--- config.mk ---
export PLATFORM = sky130hd
export DESIGN_NAME = gb_cart_bus_if
export DESIGN_NICKNAME = d
export VERILOG_FILES = /design/src/rtl/gb_bus_pkg.sv /design/src/rtl/gb_sync.sv /design/src/rtl/gb_cart_bus_if.sv
export SDC_FILE = /design/constraint.sdc
export NUM_CORES = 1
export LEC_CHECK = 0
export ABC_CLOCK_PERIOD_IN_PS = 2500
export CAP_MARGIN = 20
export CELL_PAD_IN_SITES_DETAIL_PLACEMENT = 0
export CELL_PAD_IN_SITES_GLOBAL_PLACEMENT = 1
export CORE_MARGIN = 2
export CORE_UTILIZATION = 45
export DETAILED_ROUTE_END_ITERATION = 16
export DONT_BUFFER_PORTS = 1
export PLACE_DENSITY = 0.78
export SLEW_MARGIN = 20
export SYNTH_ARGS = -nofsm -noshare
export SYNTH_HDL_FRONTEND = slang
export SYNTH_SLANG_ARGS = --single-unit
--- constraint.sdc ---
create_clock -name clk -period 2.5 [get_ports clk]
set_clock_uncertainty 0.2 [all_clocks]
set_input_delay 0.625 -clock clk [delete_from_list [all_inputs] [get_ports clk]]
set_output_delay 0.625 -clock clk [all_outputs]
set_load 0.02 [all_outputs]
--- src/rtl/gb_bus_pkg.sv ---
// Shared definitions for the Game Boy cartridge bus interface.
//   state_t    : read-path FSM states
//   ROM_A15    : value of the top address bit for the ROM window (0x0000-0x7FFF)
//   SRAM_TOP3  : top three address bits of the external SRAM window (0xA000-0xBFFF)
//   *_DEF      : default parameter values for the bus interface
package gb_bus_pkg;

    localparam int ADDR_W_DEF      = 16;
    localparam int DATA_W_DEF      = 8;
    localparam int SYNC_STAGES_DEF = 2;
    localparam int STABLE_CYC_DEF  = 2;

    localparam logic       ROM_A15   = 1'b0;
    localparam logic [2:0] SRAM_TOP3 = 3'b101;

    typedef enum logic [1:0] {
        IDLE  = 2'd0,
        REQ   = 2'd1,
        DRIVE = 2'd2
    } state_t;

endpackage

--- src/rtl/gb_sync.sv ---
// N-stage single-bit synchronizer.
//   clk   : destination clock
//   rst_n : asynchronous active-low reset; every stage loads RST_VAL
//   d     : asynchronous input
//   q     : synchronized output (last stage)
module gb_sync #(
    parameter int   N       = 2,
    parameter logic RST_VAL = 1'b1
) (
    input  logic clk,
    input  logic rst_n,
    input  logic d,
    output logic q
);

    logic [N-1:0] sync_reg;

    always_ff @(posedge clk or negedge rst_n) begin
        if (!rst_n) begin
            sync_reg <= {N{RST_VAL}};
        end else begin
            sync_reg <= {sync_reg[N-2:0], d};
        end
    end

    assign q = sync_reg[N-1];

endmodule

--- src/rtl/gb_cart_bus_if.sv ---
// Cartridge-side Game Boy bus interface.
// Converts the asynchronous GB strobes into single-clock backend transactions:
// a level read request held until rd_ack, and a one-cycle write strobe.
//   clk, rst_n          : system clock, asynchronous active-low reset
//   gb_addr             : raw cartridge address pins
//   gb_rd_n/wr_n/cs_n   : raw active-low GB strobes
//   pad_d_in            : data from the pad input registers
//   pad_d_out, pad_oe   : data and per-bit output enable to the pad (all oe bits equal)
//   rd_req, rd_addr     : backend read request and its address
//   rd_data, rd_ack     : backend read data and one-cycle completion
//   wr_valid, wr_addr,
//   wr_data             : one-cycle write strobe with captured address/data
module gb_cart_bus_if
    import gb_bus_pkg::*;
#(
    parameter int ADDR_W      = ADDR_W_DEF,
    parameter int DATA_W      = DATA_W_DEF,
    parameter int SYNC_STAGES = SYNC_STAGES_DEF,
    parameter int STABLE_CYC  = STABLE_CYC_DEF
) (
    input  logic              clk,
    input  logic              rst_n,
    input  logic [ADDR_W-1:0] gb_addr,
    input  logic              gb_rd_n,
    input  logic              gb_wr_n,
    input  logic              gb_cs_n,
    input  logic [DATA_W-1:0] pad_d_in,
    output logic [DATA_W-1:0] pad_d_out,
    output logic [DATA_W-1:0] pad_oe,
    output logic              rd_req,
    output logic [ADDR_W-1:0] rd_addr,
    input  logic [DATA_W-1:0] rd_data,
    input  logic              rd_ack,
    output logic              wr_valid,
    output logic [ADDR_W-1:0] wr_addr,
    output logic [DATA_W-1:0] wr_data
);

    localparam int                STAB_W   = $clog2(STABLE_CYC + 1);
    localparam logic [STAB_W-1:0] STAB_MAX = STAB_W'(STABLE_CYC);

    // Strobe synchronizers: bit 0 rd_n, bit 1 wr_n, bit 2 cs_n; reset to inactive.
    logic [2:0] strobe_raw;
    logic [2:0] strobe_s;
    logic       rd_n_s, wr_n_s, cs_n_s;

    assign strobe_raw = {gb_cs_n, gb_wr_n, gb_rd_n};

    for (genvar gi = 0; gi < 3; gi++) begin : g_sync
        gb_sync #(
            .N       (SYNC_STAGES),
            .RST_VAL (1'b1)
        ) u_sync (
            .clk   (clk),
            .rst_n (rst_n),
            .d     (strobe_raw[gi]),
            .q     (strobe_s[gi])
        );
    end

    assign rd_n_s = strobe_s[0];
    assign wr_n_s = strobe_s[1];
    assign cs_n_s = strobe_s[2];

    // Address stability filter. The registered address is compared with its
    // own previous value so the raw pins never feed the counter logic.
    logic [ADDR_W-1:0] addr_q, addr_prev;
    logic [STAB_W-1:0] stab_cnt;
    logic              addr_ok;
    logic [ADDR_W-1:0] stable_addr;

    always_ff @(posedge clk or negedge rst_n) begin
        if (!rst_n) begin
            addr_q    <= '0;
            addr_prev <= '0;
            stab_cnt  <= '0;
        end else begin
            addr_q    <= gb_addr;
            addr_prev <= addr_q;
            if (addr_q != addr_prev) begin
                stab_cnt <= '0;
            end else if (stab_cnt != STAB_MAX) begin
                stab_cnt <= stab_cnt + 1'b1;
            end
        end
    end

    // The equality term masks the one cycle where a fresh change is visible
    // in addr_q but the counter has not been cleared yet.
    assign addr_ok     = (stab_cnt == STAB_MAX) && (addr_q == addr_prev);
    assign stable_addr = addr_q;

    // Address decode
    logic rom_hit, ram_hit, sel;

    assign rom_hit = (stable_addr[ADDR_W-1] == ROM_A15);
    assign ram_hit = (stable_addr[ADDR_W-1 -: 3] == SRAM_TOP3) && !cs_n_s;
    assign sel     = rom_hit | ram_hit;

    // Read FSM
    state_t            state_reg, state_next;
    logic              rd_req_reg, rd_req_next;
    logic [ADDR_W-1:0] rd_addr_reg, rd_addr_next;
    logic [DATA_W-1:0] pad_d_out_reg, pad_d_out_next;
    logic              oe_reg, oe_next;

    always_ff @(posedge clk or negedge rst_n) begin
        if (!rst_n) begin
            state_reg     <= IDLE;
            rd_req_reg    <= 1'b0;
            rd_addr_reg   <= '0;
            pad_d_out_reg <= '0;
            oe_reg        <= 1'b0;
        end else begin
            state_reg     <= state_next;
            rd_req_reg    <= rd_req_next;
            rd_addr_reg   <= rd_addr_next;
            pad_d_out_reg <= pad_d_out_next;
            oe_reg        <= oe_next;
        end
    end

    always_comb begin
        state_next     = state_reg;
        rd_req_next    = rd_req_reg;
        rd_addr_next   = rd_addr_reg;
        pad_d_out_next = pad_d_out_reg;
        oe_next        = oe_reg;

        if (!wr_n_s) begin
            // A write cycle owns the bus, including a simultaneous read strobe.
            state_next  = IDLE;
            rd_req_next = 1'b0;
            oe_next     = 1'b0;
        end else begin
            case (state_reg)
                IDLE: begin
                    if (!rd_n_s && addr_ok && sel) begin
                        state_next   = REQ;
                        rd_req_next  = 1'b1;
                        rd_addr_next = stable_addr;
                    end
                end
                REQ: begin
                    if (rd_n_s || (addr_ok && !sel)) begin
                        // Abandoned read: any later rd_ack lands in IDLE and is dropped.
                        state_next  = IDLE;
                        rd_req_next = 1'b0;
                        oe_next     = 1'b0;
                    end else if (rd_ack) begin
                        state_next     = DRIVE;
                        rd_req_next    = 1'b0;
                        pad_d_out_next = rd_data;
                        oe_next        = 1'b1;
                    end
                end
                DRIVE: begin
                    if (rd_n_s || (addr_ok && !sel)) begin
                        state_next = IDLE;
                        oe_next    = 1'b0;
                    end else if (addr_ok && (stable_addr != rd_addr_reg)) begin
                        // New address under a held read strobe: keep driving the
                        // old byte until the backend answers the new request.
                        state_next   = REQ;
                        rd_req_next  = 1'b1;
                        rd_addr_next = stable_addr;
                    end
                end
                default: begin
                    state_next  = IDLE;
                    rd_req_next = 1'b0;
                    oe_next     = 1'b0;
                end
            endcase
        end
    end

    // Write path: track address/data while the strobe is low, emit on its release.
    logic              wr_n_d;
    logic              wr_rise;
    logic [ADDR_W-1:0] wr_addr_q, wr_addr_reg;
    logic [DATA_W-1:0] wr_data_q, wr_data_reg;
    logic              wr_valid_reg;

    assign wr_rise = wr_n_s & ~wr_n_d;

    always_ff @(posedge clk or negedge rst_n) begin
        if (!rst_n) begin
            wr_n_d       <= 1'b1;
            wr_addr_q    <= '0;
            wr_data_q    <= '0;
            wr_valid_reg <= 1'b0;
            wr_addr_reg  <= '0;
            wr_data_reg  <= '0;
        end else begin
            wr_n_d       <= wr_n_s;
            wr_valid_reg <= wr_rise;
            if (!wr_n_s) begin
                wr_addr_q <= addr_q;
                wr_data_q <= pad_d_in;
            end
            if (wr_rise) begin
                wr_addr_reg <= wr_addr_q;
                wr_data_reg <= wr_data_q;
            end
        end
    end

    assign pad_d_out = pad_d_out_reg;
    assign pad_oe    = {DATA_W{oe_reg}};
    assign rd_req    = rd_req_reg;
    assign rd_addr   = rd_addr_reg;
    assign wr_valid  = wr_valid_reg;
    assign wr_addr   = wr_addr_reg;
    assign wr_data   = wr_data_reg;

endmodule
Yosys cells after proc, flatten, opt, wreduce, memory -nomap -nowiden:

Cells that the tools add are included.

* register bits after elaboration: 118
* output and inout bits: 58
* input bits: 38
* word-level logic and storage cells: 84

* equal/unequal tests: 18
* reduce and logical (&&, ||, !) cells: 18
* mux-type cells: 25
* bitwise gates (word level): 5
* add/sub/neg operators: 1

Operators with widths (number)
* two-way mux 16 bit: 3
* inequality test 16 bit: 2
* case mux 16 bit (2 select lines): 1
* == test 16 bit: 1
* two-way mux 2 bit: 8
* inequality test 3 bit, second input constant: 4
* two-way mux 1 bit: 10
* inequality test 2 bit, second input constant: 5
* inequality test 4 bit, second input constant: 2
* AND reduction 4 bit: 2
* logical AND 1 bit: 6
* case mux 1 bit (3 select lines): 2
* case mux 2 bit (3 select lines): 1
* AND reduction 3 bit: 2
* AND reduction 5 bit: 1
* == test 2 bit, second input constant: 2
* nonzero test 2 bit: 2
* == test 3 bit, second input constant: 1
* logical NOT 1 bit: 3
* NOT 1 bit: 3
* adder 2 x 1 -> 2 bit, second input constant: 1
* == test 2 x 1 -> 1 bit, second input constant: 1
* logical NOT 2 bit: 1
* AND 1 bit: 1
* other kinds (2): 2

Logic depth before layout (Yosys ltp):

Gate-level depths: netlist of run 1.

* depth in word-level cells: 9
* depth in mapped cells: 6

Hierarchy:

Synthesis of run 1 repeated with hierarchy kept, for this count alone.

* cell total of the unflattened synthesis: 282
* area, all modules: 4470.5 um^2

By module, submodules not included
* gb_cart_bus_if: cells an instance 276, instances 1, area an instance 4312.9 um^2
* gb_sync: cells an instance 2, instances 3, area an instance 52.6 um^2

Worst setup path before layout of run 1:

No wires, ideal clock.

* path type: reg-to-reg
* start: register rd_addr_reg[2] (netlist: rd_addr[2])
* end: register rd_addr_reg[10] (netlist: rd_addr[10])
* stages on the path, launching flop included: 7
* library setup time: 0.125 ns
* arrival time: 1.915 ns
* required time: 2.175 ns
* clock period less this slack: 2.240 ns
* buffers on the path: 1
* setup slack: 0.260 ns
* cells stage by stage: dfrtp_1 -> xor2_1 -> nor4_1 -> nand4_1 -> o2111ai_4 -> buf_6 -> mux2_4

* longest elaborated chain between the ends: 4

RTL lines
* start: declaration: line gb_cart_bus_if.sv:103 `logic [ADDR_W-1:0] rd_addr_reg, rd_addr_next;`
* start signal: assignment: line gb_cart_bus_if.sv:117 `rd_addr_reg <= rd_addr_next;`
* inequality test 16 bit: line gb_cart_bus_if.sv:161 `end else if (addr_ok && (stable_addr != rd_addr_reg)) begin`
* logical AND 1 bit: line gb_cart_bus_if.sv:161
* inequality test 2 bit (no source line)
* AND reduction 5 bit (no source line)

Every way passes these cells.
A chain may end at the register's enable or synchronous reset.

Worst setup path after layout of run 1:

* start: register addr_q[9]
* end: register rd_addr_reg[5] (netlist: rd_addr[5])

* longest elaborated chain between the ends: 6
* elaborated cells on any way between the ends: 12
* those cells by class: eq/ne (5); reduce/logical (7)

RTL lines
* start: declaration: line gb_cart_bus_if.sv:67 `logic [ADDR_W-1:0] addr_q, addr_prev;`
* start signal: assignment: line gb_cart_bus_if.sv:78 `addr_q <= gb_addr;`
* == test 16 bit: line gb_cart_bus_if.sv:90 `assign addr_ok = (stab_cnt == STAB_MAX) && (addr_q == addr_prev);`
* logical AND 1 bit: line gb_cart_bus_if.sv:90
* logical AND 1 bit (on tied branches): line gb_cart_bus_if.sv:158, gb_cart_bus_if.sv:138
* logical OR 1 bit / logical AND 1 bit (equally long branches): line gb_cart_bus_if.sv:158, gb_cart_bus_if.sv:138
* inequality test 2 bit (no source line)
* AND reduction 5 bit (no source line) (*)

Mark *: on every way between the ends. The rest lies on a longest branch, timed or not.

==> results.cfg, run 1 <==
[detailed_routing]
top_layer_used = met4
drt-total-wl_um = 8320
wl_met1_um = 3700
drc = 0
vias = 2345
dr_wl_met3_um = 537
viasPerCell = 4.90
postRouteAntennaNets = 0
dr_wl_met2_um = 3970
drt_iter0_markers = 100
drtPass1Iterations = 4
wl_per_cell_um = 17.4

[place]
post-dp-hpwl_um = 5490
dp_slack_ps = 105
post-place-cells = 429
port_buffers = 0
place_congestion = 0.762

[power]
p_int_w = 0.00368
pwr-share-clk_pct = 47.8
p_per_area_nw_per_um2 = 853
p_sw_share_pct = 22.6
p_leak_nw = 2.57
p_comb_share_pct = 4.6
power.net_switching_w = 0.00108
vdd_drop_max_mv = 0.535
seq_power_share_pct = 47.6

[synthesis]
avgSynthCellArea_sq_um = 15.8
ys.warnings.count = 0
synthTopCellsByCount = dfrtp_1 (111), mux2_2 (63), xor2_1 (33), mux2_4 (9), buf_4 (8)
synth_top_area_share_pct = 61.4
synth_nets = 325
ys_async_sr_fraction_pct = 100
syn_inst = 286
synth_top_cells_by_area = dfrtp_1 (61%), mux2_2 (16%), xor2_1 (6.4%)
synth_edf_count = 0
synth.most_common_cell = dfrtp_1
ys_types = 31
synth_ff_type = dfrtp_1
synth_top_cell_by_area = dfrtp_1
ys_seq_elements = 118
netlist_area_sq_um = 4520
seq_area_frac_synth_pct = 65.5

[setup_path]
r2r_cells = 6
cp-start-kind = flip-flop
required_ps = 2690
crit_type = reg -> reg
cp.arrival_ps = 2590
critPathCaptureType = flip-flop
crit_fanout = 13

[timing]
hold_viol = 118
worstMarginPinSlew_ps = 481
slew_headroom_pct = 67.6
max_freq_mhz = 418
timing.final.ws_setup_ps = 108
setup_viol = 0
fin_hold_ws_ps = -393
rsz0062_at_grt = no
fin_crit_sh_pct = 95.7
slew_viol_final = 0
setup_tns_ps = 0
fin_crit_ps = 2390

[grt]
grt_use_total_pct = 17.1
grt_max_degree = 119
grt_pass1_vias = 2614
grt_first_pass_wirelength_um = 14000
antenna_found_initial = 0
overflow = 0

[final_layout]
nNetsFinal = 374
synthToLayoutAreaGrowth_pct = 23.2
n_antenna_cell = 0
finalNonFillerCells = 479
drive_gt1_share_pct = 41.0

[floorplanning]
io_pins = 96
fp.dieW_um = 104
coreArea_sq_um = 9770
start_util_pct = 46.3
num_rows = 36
die_h_um = 104
die_area_sq_um = 10900

[cts]
ctsHtreeMaxLevel = 4
cts.sink_count = 118
insertion_delay_ps = 510
clockBufferDepth = 2
cts_tree = done
clkTransAtPathRegs_ps = 60
cts_hold_buf = 20
ctsResizeCount = 0
root_buffer = clkbuf_8
numCtsBuffers = 17

[outcome]
violations = hold timing
status = finished, violations left

[run]
max-cap-violations = 0

[worst_hold_path]
hold_class = in -> async
[through the flow]
| stage | total power [W] | hold slack, ps | util, % | area [sq um] |
|---|---|---|---|---|
| final | 0.00476 | -393 | 57.0 | 5570 |
| after global routing | 0.00495 | -431 | 57.0 | 5570 |
| after CTS | 0.00481 | -421 | 57.0 | 5570 |
| after detailed placement | 0.00250 | 132 | 49.2 | 4810 |
| after global placement | 0.00249 | 133 | 49.2 | 4810 |
| after floorplan | 0.00243 | 129 | - | 4520 |
[layout make-up]
| class | instances | area, sq um |
|---|---|---|
| Clock inverter | 10 | 105 |
| Timing Repair Buffer | 46 | 420 |
| Fill cell | 773 | 4200 |
| Multi-Input combinational cell | 148 | 1450 |
| Tap cell | 133 | 166 |
| Inverter | 4 | 15.0 |
| Sequential cell | 118 | 2960 |
| Clock buffer | 20 | 455 |
[critical path: stages, from the launching register on]
cell and delay, ps:
dfrtp_1 430, xor2_1 190, nor4_1 370, nand4_1 250
o2111ai_4 280, buf_12 190, mux2_2 350
[metal layers]
| layer | track usage [%] | up-vias |
|---|---|---|
| met1 | 21.7 | 1182 |
| met5 | 0 | - |
| met2 | 25.9 | 66 |
| met3 | 7.89 | 9 |
| li1 | - | 1088 |
| met4 | 5.79 | 0 |
[cells by family after synthesis]
group / after synthesis / share of synthesized area, %
flip-flops: 118 / 65.5
multiplexers: 72 / 18.7
XOR/XNOR: 33 / 6.39
AND/OR/NAND/NOR: 30 / 4.26
buffers and inverters: 20 / 2.52
AO/OA/AOI/OAI: 12 / 2.43
adder cells (fa/ha/maj): 1 / 0.277
[cell usage in the layout, fill, tap and decap left out, types with 4 or more instances in the layout]
master / instances
dfrtp_1: 111
mux2_2: 63
xor2_1: 33
buf_4: 24
dlygate4sd3_1: 20
clkbuf_16: 16
mux2_4: 9
dfstp_2: 7
nor2_1: 6
clkinv_2: 6
inv_1: 4
nor4_2: 4
nand2_1: 4
nor4_1: 4
o211ai_1: 4
clkbuf_8: 4
[power groups by stage]
stage / registers [W] / logic [W] / clock network, W
after floorplan: 0.00226 / 0.000164 / 0
after global placement: 0.00229 / 0.000192 / 0
after detailed placement: 0.00230 / 0.000197 / 0
after CTS: 0.00227 / 0.000225 / 0.00232
after global routing: 0.00228 / 0.000243 / 0.00243
final: 0.00226 / 0.000221 / 0.00227
[what timing repair did]
| action | 4_1_cts | 5_1_grt |
|---|---|---|
| hold endpoints to repair | 138 | 118 |
| endpoints found under the setup margin | 0 | 1 |
| buffers inserted | 0 | 0 |
[final timing paths]
check | from | end | slack [ps]
setup / recovery | addr_q[9] | rd_addr[5] | 110
min in group clk | pad_d_in[5] | wr_data_q[5] | 60
setup reg to reg | addr_q[9] | rd_addr[5] | 110
hold / removal | rst_n | wr_data[0] | -390
hold reg to reg | g_sync[1].u_sync.sync_reg[0] | g_sync[1].u_sync.sync_reg[1] | 160
max in group asynchronous | rst_n | g_sync[1].u_sync.sync_reg[0] | 2220
Power figures use the tool's default switching activity.
==> inputs of run 2 (changes only) <==
CAP_MARGIN = unset   (was 20)
==> results of run 2 <==
The final DEF is identical to that of run 1; final timing and power are the same.
